### src/rtl/dzcpu_timer.sv
// dzcpu_timer: DMG-style DIV/TIMA/TMA/TAC timer with delayed TMA reload and interrupt
module dzcpu_timer #(
  parameter int RELOAD_DELAY = 4
) (
  input  logic        iClock,
  input  logic        iReset,
  input  logic [15:0] iMCUAddr,
  input  logic [7:0]  iMCUData,
  input  logic        iMCUwe,
  output logic [7:0]  oData,
  output logic        oHit,
  output logic        oTimerIrq
);
  typedef enum logic {RUN, RELOAD} state_t;
  localparam logic [3:0] RELOAD_CNT = 4'(RELOAD_DELAY - 1);
  state_t      state_q, state_d;
  logic [15:0] div_q;
  logic [7:0]  tima_q, tima_d, tma_q;
  logic [2:0]  tac_q;
  logic [3:0]  cnt_q, cnt_d, tap_idx;
  logic        hist_q, irq_q, irq_d, tap, tick;
  logic        wr_div, wr_tima, wr_tma, wr_tac;
  assign oHit      = iMCUAddr[15:2] == 14'h3FC1;
  assign wr_div    = iMCUwe & oHit & (iMCUAddr[1:0] == 2'd0);
  assign wr_tima   = iMCUwe & oHit & (iMCUAddr[1:0] == 2'd1);
  assign wr_tma    = iMCUwe & oHit & (iMCUAddr[1:0] == 2'd2);
  assign wr_tac    = iMCUwe & oHit & (iMCUAddr[1:0] == 2'd3);
  assign tap_idx   = tac_q[1:0] == 2'd0 ? 4'd9 : tac_q[1:0] == 2'd1 ? 4'd3 :
                     tac_q[1:0] == 2'd2 ? 4'd5 : 4'd7;
  assign tap       = tac_q[2] & div_q[tap_idx];
  assign tick      = hist_q & ~tap;
  assign oTimerIrq = irq_q;
  // zero-latency register read mux
  always_comb begin
    oData = !oHit ? 8'hFF :
            iMCUAddr[1:0] == 2'd0 ? div_q[15:8] :
            iMCUAddr[1:0] == 2'd1 ? tima_q :
            iMCUAddr[1:0] == 2'd2 ? tma_q : {5'b11111, tac_q};
  end
  // divider, TMA, TAC and falling-edge history; a DIV clear or TAC write can drop the tap and tick
  always_ff @(posedge iClock) begin
    if (iReset) begin
      div_q  <= '0;
      tma_q  <= '0;
      tac_q  <= '0;
      hist_q <= 1'b0;
    end else begin
      div_q  <= wr_div ? 16'h0000 : div_q + 16'd1;
      tma_q  <= wr_tma ? iMCUData : tma_q;
      tac_q  <= wr_tac ? iMCUData[2:0] : tac_q;
      hist_q <= tap;
    end
  end
  // TIMA count/overflow; a CPU TIMA write beats ticks and cancels a pending reload
  always_comb begin
    state_d = state_q;
    tima_d  = tima_q;
    cnt_d   = cnt_q;
    irq_d   = 1'b0;
    if (wr_tima) begin
      tima_d  = iMCUData;
      state_d = RUN;
    end else if (state_q == RELOAD) begin
      if (cnt_q == 4'd0) begin
        tima_d  = wr_tma ? iMCUData : tma_q;
        irq_d   = 1'b1;
        state_d = RUN;
      end else begin
        cnt_d = cnt_q - 4'd1;
      end
    end else if (tick) begin
      tima_d = tima_q + 8'd1;
      if (tima_q == 8'hFF) begin
        cnt_d   = RELOAD_CNT;
        state_d = RELOAD;
      end
    end
  end
  // timer state registers
  always_ff @(posedge iClock) begin
    if (iReset) begin
      state_q <= RUN;
      tima_q  <= '0;
      cnt_q   <= '0;
      irq_q   <= 1'b0;
    end else begin
      state_q <= state_d;
      tima_q  <= tima_d;
      cnt_q   <= cnt_d;
      irq_q   <= irq_d;
    end
  end
endmodule

### config.mk
export PLATFORM = sky130hd
export DESIGN_NAME = dzcpu_timer
export DESIGN_NICKNAME = d
export VERILOG_FILES = /design/src/rtl/dzcpu_timer.sv
export SDC_FILE = /design/constraint.sdc
export NUM_CORES = 1
export LEC_CHECK = 0
export CAP_MARGIN = 0
export CORE_MARGIN = 3
export CORE_UTILIZATION = 58
export DETAILED_ROUTE_END_ITERATION = 8
export GPL_TIMING_DRIVEN = 0
export PLACE_DENSITY = 0.9
export SLEW_MARGIN = 20
export SYNTH_ARGS = -nofsm -noshare
export SYNTH_HDL_FRONTEND = slang
export SYNTH_SLANG_ARGS = --single-unit
### constraint.sdc
create_clock -name iClock -period 4.7 [get_ports iClock]
set_clock_uncertainty 0.15 [all_clocks]
set_input_delay 0.47 -clock iClock [delete_from_list [all_inputs] [get_ports iClock]]
set_output_delay 0.47 -clock iClock [all_outputs]
set_load 0.05 [all_outputs]
==> summary.txt, run 1 <==
Post-CTS Resized: 0
Max-slew violation count: 0
Dpl cell area: 2760 um2
Antenna Violating Nets Remaining: 0
WL final: 6030 um
Register Area: 841 um2
Layout Utilization: 75.8%
Layout cells sized above 1: 9.46%
Flop-to-flop setup slack: 2390 ps
Hold Startpoint: div_q[0]
Worst Path Buf+Inv: 6
Net Count, Synth: 305
R2R cell count: 4
DR DRC count: 0
Vias per cell: 6.35
Minimum clock period after layout: 3790 ps
Worst Tran Pin Value: 1020 ps
Seq/Total Area, Yosys: 35.7%
Final non-filler cell total: 365
Max FO, Critical Path: 10
Synth Area in Simple Gates: 22.6%
Final design instance area without fill: 2860 um2
Remaining global-route overflow: 0
HP Class: flip-flop to flip-flop
Largest net degree at the start of global routing: 14
Startpoint types: input pin
RSZ-0062 raised after global routing: no
CP Capture Type: output pin
Die area: 4860 um2
Async SR Flop Fraction: 0%
Worst-Skew Late Latency: 300 ps
Core Area: 3770 um2
Bufs on Longest Clock Path: 2
TritonCTS Buffers: 5
Reg2reg end: tima_q[0]
First-pass GRT wire length: 9730 um
Die width: 69.7 um
Max Fclk: 264 MHz
Root Driver: clkbuf_8
Mux cell area share after synthesis: 7.39%
Worst-path cell chain: clkdlybuf4s50_1 > or4b_1 > or4_1 > buf_6 > clkinv_4 > buf_12 > buf_6 > clkdlybuf4s50_1
Row cnt: 22
Placed insts: 357
IO buf count: 35
Post-synth EDFFs: 0
Cell count after synthesis: 274
Most used flip-flop cell after synthesis: dfxtp_1
Distinct cells, synth: 53
H-tree depth: 2
Largest family of logic cells by synthesized area: simple AND/OR/NAND/NOR gates
Synth Warn #: 0
CTS tree: done
First-pass DRT Iterations: 5
Vias in the first global route: 2170
Xor/xnor share of the synthesized area: 5.59%
CTS sink cnt: 42
Maxcap violations: 0
Peak supply drop: 0.000142 V
Setup ws final: 909 ps
CTS Hold Bufs: 0
CP Depth: 8
Slowest cell on the critical path: clkdlybuf4s50_1
Area grow syn2layout: 21.5%
Final #Nets: 347
Adder-cell share of the synthesized area: 2.13%
Leak: 0.966 nW
DR iter-0 viols: 201
CP Launch Point: iMCUAddr[3]
Hold WS: 297 ps
Final period util: 80.7%
Top cell family by delay on the critical path: buffers and inverters
Fin. Hold Viols: 0
Worst setup path end: oHit
DP Wirelength: 4360 um
Worst r2r src: div_q[9]
Outcome: completed
# IOs: 37
PwrDens: 230 nW/um2
Synthesized area per cell: 8.58 um2
Slew HR: 31.5%
Pre-CTS setup slack: 914 ps
Initial Util: 62.4%
GRT Total Usage: 24.4%
Setup violators final: 0
Setup Total Neg Slack: 0 ps
FF+latch count, synth: 42
Wire length per cell: 16.5 um
Multi-input logic area: 1370 um2
Synth Area in Compound Gates: 20.6%
Post-CTS setup buffers: 0
Crit path arrival time: 3170 ps
Die height: 69.7 um
FILL cells: 282
Final GP Congestion: 0.939
Design Power: 0.658 mW
CP required: 4080 ps
Via Count: 2319
Crit-path max cell delay: 810 ps
Clock-pin slew on the worst setup and hold paths: 80 ps
Initial antenna violation count: 0
Critical path type: input pin to output pin
Mapped cell area: 2350 um2
ANT cells: 0
[cells in the mapped netlist, drive strengths merged, types with 2 or more instances]
cell	n	area share, %
dfxtp	42	36
nor2	24	3.8
o21ai	19	4.0
nand2	18	2.9
nand3	16	3.4
a21oi	13	2.8
inv	11	1.8
o22ai	11	3.2
xor2	11	4.1
nand2b	10	2.7
a221oi	8	3.2
buf	8	2.8
clkbuf	7	1.1
a31o	6	2.2
and2	6	1.6
mux2	5	2.4
mux2i	5	2.1
nand4	5	1.3
nor3	5	1.1
ha	4	2.1
xnor2	4	1.5
and3	3	0.80
mux4	3	2.9
nor3b	3	0.96
a21o	2	0.64
a311oi	2	0.74
nor2b	2	0.53
or3	2	0.53
or4b	2	0.85
[flip-flops by register name (all words and copies together), names as in the netlist]
register   cells
tac_q          3
state_q        1
tma_q          8
oTimerIrq      1
hist_q         1
tima_q         8
div_q         16
cnt_q          4
[final cells by class]
class | instances | area share (%)
clock inverters | 2 | 0.438
flip-flops and latches | 42 | 29.4
multi-input cells | 205 | 47.9
inverters | 12 | 1.75
plain buffers | 15 | 3.20
repair buffers | 35 | 12.3
well taps | 48 | 2.10
clock buffers | 6 | 2.89
[layout by cell type, fill, tap and decap left out, types with 4 or more instances in the layout]
cell type,count
a31o_1,6
clkbuf_8,6
inv_1,11
xor2_1,11
nand3_1,16
mux2i_1,5
and2_1,6
nand2b_1,10
ha_1,4
nor2_1,24
mux2_2,5
nor3_1,5
nand2_1,18
clkdlybuf4s50_1,35
o22ai_1,10
xnor2_1,4
a21oi_1,13
clkbuf_1,7
a221oi_1,7
nand4_1,5
dfxtp_1,42
o21ai_0,18
[how the worst min path moves through the flow]
stage,end,cells past startpoint
global route,div_q[0],1
finish,div_q[0],1
detailed placement,div_q[0],1
floorplan,div_q[0],1
global placement,div_q[0],1
CTS,div_q[0],1
[routing by layer]
metal | vias to the layer above | global-route usage, % | part of all wire (%)
met5 | - | 0 | 0
met4 | 0 | 8.72 | 2.3
met3 | 15 | 5.36 | 12
met2 | 148 | 40.5 | 46
met1 | 1071 | 31.2 | 40
li1 | 1085 | - | -
[power breakdown]
| group | leakage, nW | internal [mW] | switching [mW] |
|---|---|---|---|
| registers | 0.339 | 0.358 | 0.00177 |
| logic | 0.580 | 0.0274 | 0.0231 |
| clock network | 0.0472 | 0.118 | 0.130 |
| total | 0.966 | 0.503 | 0.155 |
[worst register-to-register path, stage by stage (launching register included)]
cell and delay [ps]:
dfxtp_1 480, mux2i_1 160, o221a_2 300, nor3_1 830
a221oi_1 230
[kinds of logic after synthesis]
group,count (synthesis)
simple gates,102
compound gates,71
flops,42
buf+inv,27
xor+xnor,15
mux,13
fa+ha+maj,4
Power figures use the tool's default switching activity.
==> inputs of run 2 (changes only) <==
--- a/config.mk
+++ b/config.mk
@@ -7,10 +7,10 @@
 export LEC_CHECK = 0
 export CAP_MARGIN = 0
 export CORE_MARGIN = 3
-export CORE_UTILIZATION = 58
+export CORE_UTILIZATION = 48
 export DETAILED_ROUTE_END_ITERATION = 8
 export GPL_TIMING_DRIVEN = 0
-export PLACE_DENSITY = 0.9
+export PLACE_DENSITY = 0.8
 export SLEW_MARGIN = 20
 export SYNTH_ARGS = -nofsm -noshare
 export SYNTH_HDL_FRONTEND = slang
==> constraint.sdc (replaced) <==
create_clock -name iClock -period 3.4 [get_ports iClock]
set_clock_uncertainty 0.15 [all_clocks]
set_input_delay 0.34 -clock iClock [delete_from_list [all_inputs] [get_ports iClock]]
set_output_delay 0.34 -clock iClock [all_outputs]
set_load 0.05 [all_outputs]
==> run 2 against run 1 <==
Against the previous run:
- die area rose by 19%
- largest power group unchanged
- global-route usage down 4.2 points
- routed wire length shrank 4.9%
- critical path type unchanged
- clock power rose by 60%
- sequential share of layout area fell by 0.26 points
==> summary.txt, run 2 (synthesis results as in run 1) <==
# IOs: 37
Maxcap violations: 0
Peak supply drop: 0.000200 V
Critical path type: input pin to output pin
Startpoint types: input pin
Final #Nets: 347
Clock-pin slew on the worst setup and hold paths: 80 ps
Die area: 5780 um2
Antenna Violating Nets Remaining: 0
Design Power: 0.963 mW
Die height: 76.0 um
Number of flip-flops in the largest register: 16
PwrDens: 334 nW/um2
CTS tree: done
Area grow syn2layout: 22.6%
Crit path arrival time: 2770 ps
GRT Total Usage: 20.2%
CP required: 2910 ps
Dpl cell area: 2780 um2
Via Count: 2195
IO buf count: 35
Slew HR: 28.9%
Vias in the first global route: 2046
Max Fclk: 307 MHz
Remaining global-route overflow: 0
Worst-Skew Late Latency: 290 ps
WL final: 5740 um
First-pass DRT Iterations: 4
Worst Tran Pin Value: 1060 ps
Final period util: 95.8%
Top Registers: div_q (16), tima_q (8), tma_q (8)
Most frequent cells in the layout: dfxtp_1 (42), clkdlybuf4s50_1 (26), nor2_1 (24), nand2_1 (18), o21ai_0 (18)
Met1 wire length: 2690 um
Final GP Congestion: 0.890
Layout cells sized above 1: 9.15%
Minimum clock period after layout: 3260 ps
Outcome: completed
Most common cell after layout, fill and taps aside: dfxtp_1
Top Layer Used: met4
Core Area: 4530 um2
NetSw: 0.211 mW
Max FO, Critical Path: 10
ANT cells: 0
First-pass GRT wire length: 9600 um
TritonCTS Buffers: 5
Largest net degree at the start of global routing: 14
DP Wirelength: 4240 um
Setup violators final: 0
CP Capture Type: output pin
Row cnt: 24
Vias per cell: 5.75
Max-slew violation count: 0
DR DRC count: 0
H-tree depth: 2
Clock Power Share: 41.3%
Initial Util: 51.9%
Sw Ratio: 21.9%
Biggest register: div_q
Die width: 76.0 um
RSZ-0062 raised after global routing: no
Initial antenna violation count: 0
Fin. Hold Viols: 0
CTS sink cnt: 42
Root Driver: clkbuf_8
Setup Total Neg Slack: 0 ps
Met3 WL post-DR: 416 um
Met2 wire len: 2530 um
Flop pwr share: 51.6%
Wire length per cell: 15.0 um
Final design instance area without fill: 2880 um2
Leak: 0.958 nW
HP Class: flip-flop to flip-flop
CTS Hold Bufs: 0
Bufs on Longest Clock Path: 2
Combinational power share: 7.2%
DR iter-0 viols: 180
Internal power: 0.751 mW
run 2: routing by layer:
metal | up-vias | global-route usage [%]
li1 | 1080 | -
met1 | 1019 | 28.1
met2 | 86 | 30.9
met3 | 10 | 4.37
met4 | 0 | 7.25
met5 | - | 0
run 2: cell type report:
class | count | area [um2]
timing repair buffer | 35 | 339
inverter | 12 | 50.0
clock inverter | 2 | 37.5
multi-input combinational | 205 | 1370
buffer | 15 | 91.3
clock buffer | 6 | 72.6
tap | 65 | 81.3
sequential | 42 | 841
fill | 378 | 1650
run 2: worst paths after layout:
kind | end | slack [ps] | cells past startpoint | from
max reg2reg | tima_q[0] | 1060 | 6 | cnt_q[0]
min | div_q[0] | 300 | 1 | div_q[0]
max | oHit | 140 | 8 | iMCUAddr[3]
min reg2reg | div_q[0] | 300 | 1 | div_q[0]
run 2: per-stage QoR:
| step | cells | utilization (%) | worst slack [ps] | hold slack (ps) |
|---|---|---|---|---|
| after detailed placement | 374 | 61.4 | -133 | 283 |
| final | 382 | 63.6 | 143 | 296 |
| after floorplan | 274 | - | 755 | 263 |
| after CTS | 382 | 63.6 | 139 | 299 |
| after global placement | 374 | 61.4 | -140 | 274 |
| after global routing | 382 | 63.6 | 68.1 | 328 |
run 2: worst max-delay path, cell delays in order:
cell	delay [ps]
clkdlybuf4s50_1	390
or4b_1	500
or4_1	520
buf_6	170
clkinv_4	60
buf_12	120
buf_6	140
dlygate4sd2_1	530
run 2: timing repair:
action,in CTS,in global routing
setup buffers,0,0
hold endpoints to repair,0,0
endpoints found under the setup margin,9,0
gates resized for setup,9,0
run 2: power groups by stage:
stage	registers [mW]	clock network [mW]	logic (mW)
6_report	0.497	0.397	0.0689
5_1_grt	0.497	0.427	0.0758
4_1_cts	0.497	0.405	0.0690
3_5_place_dp	0.508	0	0.0685
3_3_place_gp	0.508	0	0.0682
2_1_floorplan	0.508	0	0.0285
==> inputs of run 3 (changes only) <==
--- a/config.mk
+++ b/config.mk
@@ -5,12 +5,12 @@
 export SDC_FILE = /design/constraint.sdc
 export NUM_CORES = 1
 export LEC_CHECK = 0
-export CAP_MARGIN = 0
+export CAP_MARGIN = 25
 export CORE_MARGIN = 3
-export CORE_UTILIZATION = 48
+export CORE_UTILIZATION = 53
 export DETAILED_ROUTE_END_ITERATION = 8
 export GPL_TIMING_DRIVEN = 0
-export PLACE_DENSITY = 0.8
+export PLACE_DENSITY = 0.84
 export SLEW_MARGIN = 20
 export SYNTH_ARGS = -nofsm -noshare
 export SYNTH_HDL_FRONTEND = slang
==> constraint.sdc (replaced) <==
create_clock -name iClock -period 3.1 [get_ports iClock]
set_clock_uncertainty 0.15 [all_clocks]
set_input_delay 0.31 -clock iClock [delete_from_list [all_inputs] [get_ports iClock]]
set_output_delay 0.31 -clock iClock [all_outputs]
set_load 0.05 [all_outputs]
==> run 3 against run 2 <==
Against the previous run:
- critical path depth increased by 1
- hold slack got worse by 2.4 ps
- final cell count decreased by 3.9%
- routed wire length increased by 1.6%
- global-route usage increased by 3.2 points
- non-clock buffer count unchanged
- core utilization increased by 4.1 points
- first-iteration DRC count increased by 45%
- clock power decreased by 9.6%
- via count increased by 1.9%
- highest routed layer unchanged
- combinational power increased by 10%
==> summary.txt, run 3 (synthesis results as in run 1) <==
Dpl cell area: 2770 um2
Max-slew violation count: 0
DR iter-0 viols: 261
Worst-Skew Late Latency: 310 ps
HP Class: flip-flop to flip-flop
Most frequent cells in the layout: dfxtp_1 (42), clkdlybuf4s50_1 (26), nor2_1 (24), nand2_1 (18), o21ai_0 (18)
Most common cell after layout, fill and taps aside: dfxtp_1
TritonCTS Buffers: 5
Largest net degree at the start of global routing: 14
Die height: 72.6 um
H-tree depth: 2
ANT cells: 0
Worst Tran Pin Value: 1040 ps
Outcome: completed
Setup Total Neg Slack: 0 ps
Vias in the first global route: 2096
PwrDens: 349 nW/um2
Most frequent CP cell: buf_6
Setup ws final: 146 ps
Critical path type: input pin to output pin
Crit path arrival time: 2490 ps
Core Area: 4140 um2
Remaining global-route overflow: 0
CP required: 2640 ps
Bufs on Longest Clock Path: 2
Startpoint types: input pin
CP Capture Type: output pin
Minimum clock period after layout: 2950 ps
Vias per cell: 6.10
CTS Hold Bufs: 0
Max Fclk: 339 MHz
Antenna Violating Nets Remaining: 0
Worst r2r src: cnt_q[0]
Clock-pin slew on the worst setup and hold paths: 80 ps
Area grow syn2layout: 19.3%
Final period util: 95.3%
Crit-path max cell delay: 530 ps
Top Registers: div_q (16), tima_q (8), tma_q (8)
CP Launch Point: iMCUAddr[3]
Slowest cell on the critical path: or4_1
Root Driver: clkbuf_8
Die width: 72.6 um
Number of flip-flops in the largest register: 16
Peak supply drop: 0.000194 V
Max FO, Critical Path: 10
Reg2reg end: tima_q[0]
WL final: 5830 um
# IOs: 37
First-pass GRT wire length: 9820 um
R2R cell count: 6
DR DRC count: 0
Wire length per cell: 15.9 um
Placed insts: 359
Via Count: 2237
Biggest register: div_q
Layout cells sized above 1: 12.0%
Initial antenna violation count: 0
DP Wirelength: 4270 um
Final non-filler cell total: 367
IO buf count: 35
Final design instance area without fill: 2810 um2
Worst-path cell chain: clkdlybuf4s50_1 > or4b_1 > or4_1 > buf_6 > clkinv_4 > buf_12 > buf_6 > nand2b_1 > buf_2
CTS sink cnt: 42
Die area: 5270 um2
First-pass DRT Iterations: 4
Design Power: 0.980 mW
Pre-CTS setup slack: -387 ps
Flop-to-flop setup slack: 800 ps
Leak: 0.949 nW
Maxcap violations: 0
RSZ-0062 raised after global routing: no
Final GP Congestion: 0.938
Hold WS: 294 ps
Layout Utilization: 67.7%
Setup violators final: 0
Final #Nets: 347
Row cnt: 23
Initial Util: 56.8%
CTS tree: done
Fin. Hold Viols: 0
GRT Total Usage: 23.4%
Slew HR: 30.3%
Worst setup path end: oData[0]
[run 3: changes by cell type in the layout (fill, tap and decap cells not counted)]
cell and change:
buf_2 +9, bufinv_16 -1, clkinv_2 +1, dlygate4sd2_1 -9, clkinvlp_4 -1, clkinv_4 +1
[run 3: timing repair]
action                                  4_1_cts  5_1_grt
resized for setup                            27       18
setup buffers                                 0        0
endpoints found under the setup margin        9        9
[run 3: area by class of cell]
type | instances | area (um2)
repair buffers | 35 | 305
inverters | 12 | 50.0
flip-flops and latches | 42 | 841
well taps | 50 | 62.6
clock buffers | 6 | 72.6
multi-input cells | 205 | 1370
plain buffers | 15 | 91.3
clock inverters | 2 | 13.8
fillers | 373 | 1340
[run 3: worst max-delay path: cells and delay by family]
family,cells,cell delay (ps)
buffers and inverters,6,1080
AND/OR/NAND/NOR,3,1100
[run 3: worst min-delay path by stage]
stage                     startpoint        to  slack (ps)  cells past startpoint
after floorplan             div_q[0]  div_q[0]         260                      1
after global placement      div_q[0]  div_q[0]         270                      1
after detailed placement    div_q[0]  div_q[0]         280                      1
after CTS                   div_q[0]  div_q[0]         300                      1
after global routing        div_q[0]  div_q[0]         320                      1
final                       div_q[0]  div_q[0]         290                      1
[run 3: metal layers]
metal,track usage (%),up-vias,part of all wire [%]
li1,-,1083,-
met1,32.4,1028,45
met2,36.0,111,44
met3,4.68,15,8.8
met4,8.81,0,2.4
met5,0,-,0
[run 3: power breakdown]
group	leakage, nW	switching, mW	total, mW	internal (mW)
logic	0.565	0.0346	0.0761	0.0415
clock network	0.0452	0.200	0.359	0.159
registers	0.339	0.00245	0.545	0.542
total	0.949	0.237	0.980	0.743
